## src/rtl/fp_sqrt.sv

```systemverilog
// fp_sqrt: iterative fixed-point square root, one result bit per clock.
// Signed Q(W-FRAC).FRAC radicand in, unsigned Q(W-FRAC).FRAC root out.
// The fixed N+1 cycle latency keeps timing predictable for the divider stage that follows.
module fp_sqrt #(
  parameter int W     = 16,
  parameter int FRAC  = 8,
  parameter int ROUND = 1
) (
  input  logic         clk,
  input  logic         rst,
  input  logic         start,
  input  logic [W-1:0] din,
  output logic         busy,
  output logic         done,
  output logic         neg_err,
  output logic [W-1:0] root
);

  localparam int RW = W + FRAC;        // radicand width
  localparam int N  = RW / 2;          // root width / iteration count
  localparam int CW = $clog2(N + 1);
  localparam logic [CW-1:0] LAST = CW'(N - 1);

  typedef enum logic {IDLE, CALC} state_t;

  state_t        state, state_nxt;
  logic [CW-1:0] cnt, cnt_nxt;
  logic [RW-1:0] rad, rad_nxt;
  logic [N+1:0]  rem, rem_nxt;
  logic [N-1:0]  q, q_nxt;
  logic          busy_nxt, done_nxt, neg_nxt;
  logic [W-1:0]  root_nxt;

  logic [N+3:0]  acc, trial;
  logic [N+1:0]  rem_step;
  logic [N-1:0]  q_step, q_final;

  // One restoring iteration: bring down two radicand bits, trial-subtract (q<<2)|1.
  // The working value is two bits wider than the remainder register so the
  // shifted-in remainder and the subtraction sign never overflow; the kept
  // remainder always fits back into N+2 bits.
  always_comb begin
    acc   = {rem, rad[RW-1 -: 2]};
    trial = acc - {2'b00, q, 2'b01};
    if (!trial[N+3]) begin
      rem_step = trial[N+1:0];
      q_step   = {q[N-2:0], 1'b1};
    end else begin
      rem_step = acc[N+1:0];
      q_step   = {q[N-2:0], 1'b0};
    end
    q_final = q_step;
    if (ROUND != 0 && rem_step > {2'b00, q_step})
      q_final = q_step + 1'b1;
  end

  // Next-state and output logic for the IDLE/CALC sequencer.
  always_comb begin
    state_nxt = state;
    cnt_nxt   = cnt;
    rad_nxt   = rad;
    rem_nxt   = rem;
    q_nxt     = q;
    busy_nxt  = busy;
    done_nxt  = 1'b0;
    neg_nxt   = neg_err;
    root_nxt  = root;
    unique case (state)
      IDLE: begin
        if (start) begin
          neg_nxt   = din[W-1];
          rad_nxt   = din[W-1] ? '0 : {din, {FRAC{1'b0}}};
          rem_nxt   = '0;
          q_nxt     = '0;
          cnt_nxt   = '0;
          busy_nxt  = 1'b1;
          state_nxt = CALC;
        end
      end
      CALC: begin
        rad_nxt = {rad[RW-3:0], 2'b00};
        rem_nxt = rem_step;
        q_nxt   = q_step;
        cnt_nxt = cnt + 1'b1;
        if (cnt == LAST) begin
          root_nxt  = {{(W-N){1'b0}}, q_final};
          done_nxt  = 1'b1;
          busy_nxt  = 1'b0;
          cnt_nxt   = '0;
          state_nxt = IDLE;
        end
      end
      default: state_nxt = IDLE;
    endcase
  end

  // State and output registers; reset discards any operation in flight.
  always_ff @(posedge clk) begin
    if (rst) begin
      state   <= IDLE;
      cnt     <= '0;
      rad     <= '0;
      rem     <= '0;
      q       <= '0;
      busy    <= 1'b0;
      done    <= 1'b0;
      neg_err <= 1'b0;
      root    <= '0;
    end else begin
      state   <= state_nxt;
      cnt     <= cnt_nxt;
      rad     <= rad_nxt;
      rem     <= rem_nxt;
      q       <= q_nxt;
      busy    <= busy_nxt;
      done    <= done_nxt;
      neg_err <= neg_nxt;
      root    <= root_nxt;
    end
  end

endmodule

```

## config.mk

```make
export PLATFORM = sky130hd
export DESIGN_NAME = fp_sqrt
export DESIGN_NICKNAME = d
export VERILOG_FILES = /design/src/rtl/fp_sqrt.sv
export SDC_FILE = /design/constraint.sdc
export NUM_CORES = 1
export LEC_CHECK = 0
export CORE_UTILIZATION = 45
export DETAILED_ROUTE_END_ITERATION = 10
export GPL_TIMING_DRIVEN = 0
export HOLD_SLACK_MARGIN = 0.03
export PLACE_DENSITY = 0.65
export SETUP_SLACK_MARGIN = 0.05
export SYNTH_ARGS = -nofsm -noshare
export SYNTH_HDL_FRONTEND = slang
export SYNTH_SLANG_ARGS = --single-unit
```

## constraint.sdc

```tcl
create_clock -name clk -period 5.5 [get_ports clk]
set_input_delay 0.55 -clock clk [delete_from_list [all_inputs] [get_ports clk]]
set_output_delay 0.55 -clock clk [all_outputs]
set_load 0.005 [all_outputs]
```

==> results.cfg <==
[global_route]
antenna_found_initial = 0
grt_pass1_wl_microns = 17600
grt_overflow_total = 0
grt_pass1_vias = 3538
grt_max_degree = 12
grt_usage = 0.231

[floorplan]
die_x_microns = 97.3
rows = 34
pin_count = 38
die_area_sq_um = 9470
start_util = 0.467
core_sq_um = 8760
die_h_microns = 97.3

[clock_network]
numCtsBuffers = 9
htreeDepth = 3
clkSinkCount = 62
cts_tree = built
holdBufCountCts = 0
clk_latency_ns = 0.35
root_buffer = clkbuf_8
clockBufferDepth = 2
clkTransAtPathRegs_ns = 0.08

[logic_synthesis]
synthCells = 510
ys_async_sr_fraction = 0
synth-seq-cells = 62
avgSynthCellArea_sq_um = 8.02
synth.distinct_cells = 62
synth_edf_count = 0
synth_area_leaders = dfxtp_1 30%, a21oi_1 9.3%, ha_1 8.3%
synth_area_sq_um = 4090
ys_warn_count = 0
ys_top_cells_by_count = 76 x a21oi_1, 62 x dfxtp_1, 60 x nor2_1
synth_top_area_cell = dfxtp_1
ys_seq_area_frac = 0.304
yosysMostFrequentCell = a21oi_1
synthFlopType = dfxtp_1
synth.top_cell.area_share = 0.304

[setup_path]
startpoint_type = flip-flop
crit_fanout = 11
cp_data_arrival_time_ns = 5.31
setup.worst_path.end = root[4]
critPathLaunch = q[2]
reg2regPathDepth = 18
cp_slowest_cell = dfxtp_1
cp.required_ns = 5.74
r2r-end = root[4]
path_class = flip-flop to flip-flop
r2r_slack_ns = 0.43
worst_setup_path_end_kind = flip-flop
crit_path_max_incr_delay_ns = 0.44
cp_cell_sequence = inv_1 > ha_1 > a2111oi_4 > o21ai_2 > a2111o_1 > and4_4 > buf_8 > clkbuf_2 > mux2_2 > ha_1 > nand4_1 > nor4_1 > a21oi_1 > a2111oi_2 > a21oi_1 > buf_2 > a311oi_1 > nor3_1
r2r_start = q[2]

[sta]
hold_viol = 0
worstMarginPinSlew_ns = 1.02
skew_ns = 0.00733
setup_viol = 0
fin_ws_ns = 0.431
period_needed_ns = 5.07
fmax_ghz = 0.197
fin_tns_setup_ns = 0
rsz0062_at_grt = false
slew_violations = 0
slew_headroom = 0.310
fin_crit_sh = 0.922

[final_layout]
nets = 603
drive_gt1_frac = 0.0979
n_antenna_cell = 0
area_delta_synth_final_pct = 15.9

[min_path]
hp-class = flip-flop to flip-flop
hp-start = busy

[outcome]
status = complete, no violations

[job]
cap_violations = 0

[routing]
totalWireLength_microns = 10600
vias = 3795
drtIter0Drc = 159
avgRoutedWirePerCell_microns = 15.8
antenna_left = 0
route.detailed.drc = 0
routed_via_density = 5.66
firstDrtPassIters = 5

[placed_design]
portBuffers = 32
hpwlAfterDp_microns = 7950
gp_congestion = 0.863
dp_slack_ns = 0.228
==> through the flow <==
step | instances | utilization | hold slack [ns] | area [sq um]
2_1_floorplan | 513 | - | 0.455 | 4100
3_3_place_gp | 653 | 0.520 | 0.457 | 4560
3_5_place_dp | 653 | 0.520 | 0.465 | 4560
4_1_cts | 669 | 0.540 | 0.490 | 4730
5_1_grt | 670 | 0.541 | 0.517 | 4740
6_report | 670 | 0.541 | 0.484 | 4740
==> layout by cell type, fill, tap and decap left out, types with 10 or more instances in the layout <==
master | netlist | layout
inv_1 | 24 | 24
o21ai_0 | 18 | 18
nand3b_1 | 13 | 13
mux2_2 | 11 | 11
a21oi_1 | 76 | 76
clkbuf_8 | 0 | 10
clkdlybuf4s50_1 | 0 | 32
dfxtp_1 | 62 | 62
clkbuf_1 | 20 | 20
xnor2_1 | 15 | 15
nor3_1 | 23 | 23
nand2_1 | 16 | 16
ha_1 | 27 | 27
nor2_1 | 60 | 60
nor3b_1 | 15 | 15
nand2b_1 | 15 | 15
==> registers in the layout, indices dropped and copies added, names as in the netlist <==
name / flops
rad: 16
neg_err: 1
busy: 1
root: 12
cnt: 4
rem: 14
q: 12
done: 1
state: 1
==> routing by layer <==
metal	GRT usage	share of wire
met3	0.0331	0.048
met4	0.0690	0.012
met2	0.383	0.46
met5	0	0
met1	0.312	0.48
==> worst min path at each step <==
stage,to,slack [ns],depth (start not counted)
floorplan,rad[10],0.45,2
global placement,busy,0.46,1
detailed placement,busy,0.47,1
CTS,busy,0.49,1
global route,busy,0.52,1
finish,busy,0.48,1
==> area by class of cell <==
cell class	count	area (sq um)
well taps	108	135
repair buffers	33	328
clock inverters	5	33.8
inverters	24	90.1
fillers	856	4020
plain buffers	38	189
flip-flops and latches	62	1240
multi-input cells	389	2580
clock buffers	11	141
==> critical path: cells and delay by family (launching register included) <==
family / cells / cell delay (ns)
AOI/OAI and AO/OA: 7 / 1.90
adders and majority gates: 2 / 0.75
buffers and inverters: 4 / 0.75
DFF: 1 / 0.44
muxes: 1 / 0.33
and+or+nand+nor: 4 / 0.78
==> kinds of logic after synthesis <==
kind of cell / Yosys count / synth area share
AO/OA/AOI/OAI: 142 / 0.219
XOR/XNOR: 16 / 0.0343
adder cells (fa/ha/maj): 27 / 0.0826
buffers and inverters: 62 / 0.0679
flip-flops: 62 / 0.304
multiplexers: 18 / 0.0474
other: 1 / 0.000917
AND/OR/NAND/NOR: 182 / 0.244
==> timing repair <==
| item | in CTS | in global routing |
|---|---|---|
| gates resized for setup | 0 | 2 |
| endpoints found under the setup margin | 0 | 7 |
| buffers inserted | 0 | 1 |
Power is left out: the tool's default activity adds up to more than one toggle a clock period on the data nets, which glitch-free logic cannot reach.
==> patch, RTL diff (config.mk and constraints unchanged) <==
`ROUND`: 1 -> 0.
--- a/src/rtl/fp_sqrt.sv
+++ b/src/rtl/fp_sqrt.sv
@@ -4,7 +4,7 @@
 module fp_sqrt #(
   parameter int W     = 16,
   parameter int FRAC  = 8,
-  parameter int ROUND = 1
+  parameter int ROUND = 0
 ) (
   input  logic         clk,
   input  logic         rst,
Formal check against the unedited RTL: no difference found for any inputs over 10 cycles, from zero or initial values and one cycle with rst high; that may be too few to reach the edited logic, so the function may still have changed.
==> patch against the unedited design <==
  * Setup slack better by 2200 ps
  * Clock skew is 4.8 ps higher
  * Sequential cell count unchanged
  * Wire length shrank 26%
  * Final area shrank 17%
  * Die area fell by 20%
  * Area after synthesis decreased by 21%
  * Critical endpoint is now rem[7]
  * Largest cell class unchanged
==> patch: results <==
group,metric,value,unit
placed_design,gp_congestion,0.840,
sta,skew,12.1,ps
detailed_routing,routedWlPerCell,14.2,µm
min_path,min-delay-start,"root[5]",
cells_and_area,largest_reg_flops,16,
cts,numCtsBuffers,9,
global_routing,track_usage,22.2,%
detailed_routing,drtIter0Drc,113,
cts,clk_latency,340,ps
synthesis,ys_seq_area_share,38.2,%
power_and_ir_drop,p_leak,1.43,nW
cts,htreeDepth,3,
cts,cts_resized,0,
global_routing,antenna_found_initial,0,
cells_and_area,layout-drive-gt1-share,5.43,%
worst_setup_path,critPathTopFamily,"compound AO/OA/AOI/OAI gates",
cts,path_clk_slew,80,ps
worst_setup_path,crit_fanout,10,
synthesis,ys_types,43,
detailed_routing,first_pass_iters,4,
global_routing,grt_pass1_vias,2775,
detailed_routing,vias,2967,
placed_design,portBuffers,31,
min_path,holdCritPathClass,"reg -> reg",
status,status,"finished, final reports clean",
synthesis,netlist_top_cells_area,"dfxtp_1, a21oi_1, ha_1",
placed_design,hpwl,5710,µm
cts,postCtsSetupBuffers,0,
sta,worstMarginPinSlew,597,ps
global_routing,grt_pass1_wl,13000,µm
worst_setup_path,slowest_stage,"or4_1",
worst_setup_path,reg2reg_from,"q[10]",
cells_and_area,nNetsFinal,488,
worst_setup_path,arrival,3110,ps
power_and_ir_drop,irDropWorstVdd,0.000147,V
cells_and_area,diodes,0,
synthesis,synth_common_cells,"a21oi_1, dfxtp_1, nand2_1",
synthesis,ys.flop_type,"dfxtp_1",
cells_and_area,reg.largest.list,"rad: 16 flops, rem: 14 flops",
global_routing,grt_max_degree,13,
worst_setup_path,critical_path.startpoint,"q[10]",
worst_setup_path,slowest_delay,520,ps
==> patch: changes by cell type after synthesis, moves of 7 or more <==
cell      before  now
a211oi_1       7    0
a21oi_1       76   66
buf_1          8    1
ha_1          27   14
inv_1         24   16
mux2_2        11    0
nand2_1       16   40
nor2_1        60   38
nor3b_1       15    1
xnor2_1       15    6
==> patch: area by class of cell <==
cell class / count / area [µm²]
plain buffers: 30 / 146
clock buffers: 10 / 138
clock inverters: 6 / 92.6
fillers: 655 / 2950
inverters: 16 / 60.1
multi-input cells: 305 / 1810
flip-flops and latches: 62 / 1240
well taps: 96 / 120
repair buffers: 31 / 310
==> patch: report_power, final <==
part / leakage, nW / total, mW / internal [mW] / switching, mW
Sequential: 0.503 / 0.494 / 0.473 / 0.0204
Combinational: 0.823 / 0.516 / 0.238 / 0.278
Clock: 0.109 / 0.464 / 0.270 / 0.194
Total: 1.43 / 1.47 / 0.981 / 0.493
==> patch: metal layers <==
layer  global-route usage (%)  wire (µm)
met3                     3.03        304
met4                     7.27         84
met2                     37.2       3760
met1                     29.5       3730
met5                        0          0
==> patch: worst min-delay path, delay by kind of cell (launching register included) <==
family | cells | cell delay (ps)
and+or+nand+nor | 1 | 50
DFF | 1 | 310
AOI/OAI and AO/OA | 1 | 50
==> patch: worst paths after layout <==
check	end	cells after the start	slack, ps
setup / recovery	rem[7]	11	2600
hold / removal	root[5]	2	450
setup reg to reg	rem[7]	11	2600
hold reg to reg	root[5]	2	450
==> patch: cell families (layout without fill, tap and decap cells) <==
| kind of cell | after synthesis | count (layout) | synth area share [%] |
|---|---|---|---|
| buffers and inverters | 46 | 93 | 6.36 |
| AO/OA/AOI/OAI | 114 | 114 | 20.6 |
| adder cells (fa/ha/maj) | 14 | 14 | 5.40 |
| other | 1 | 4 | 0.115 |
| AND/OR/NAND/NOR | 152 | 152 | 23.2 |
| flip-flops | 62 | 62 | 38.2 |
| XOR/XNOR | 9 | 9 | 2.43 |
| multiplexers | 12 | 12 | 3.70 |
==> patch: through the flow <==
| step | worst slack (ps) | instances | util [%] | cell area [µm²] |
|---|---|---|---|---|
| 2_1_floorplan | 2970 | 413 | - | 3260 |
| 3_3_place_gp | 2690 | 540 | 53.7 | 3690 |
| 3_5_place_dp | 2640 | 540 | 53.7 | 3690 |
| 4_1_cts | 2620 | 556 | 57.0 | 3920 |
| 5_1_grt | 2490 | 556 | 57.0 | 3920 |
| 6_report | 2600 | 556 | 57.0 | 3920 |
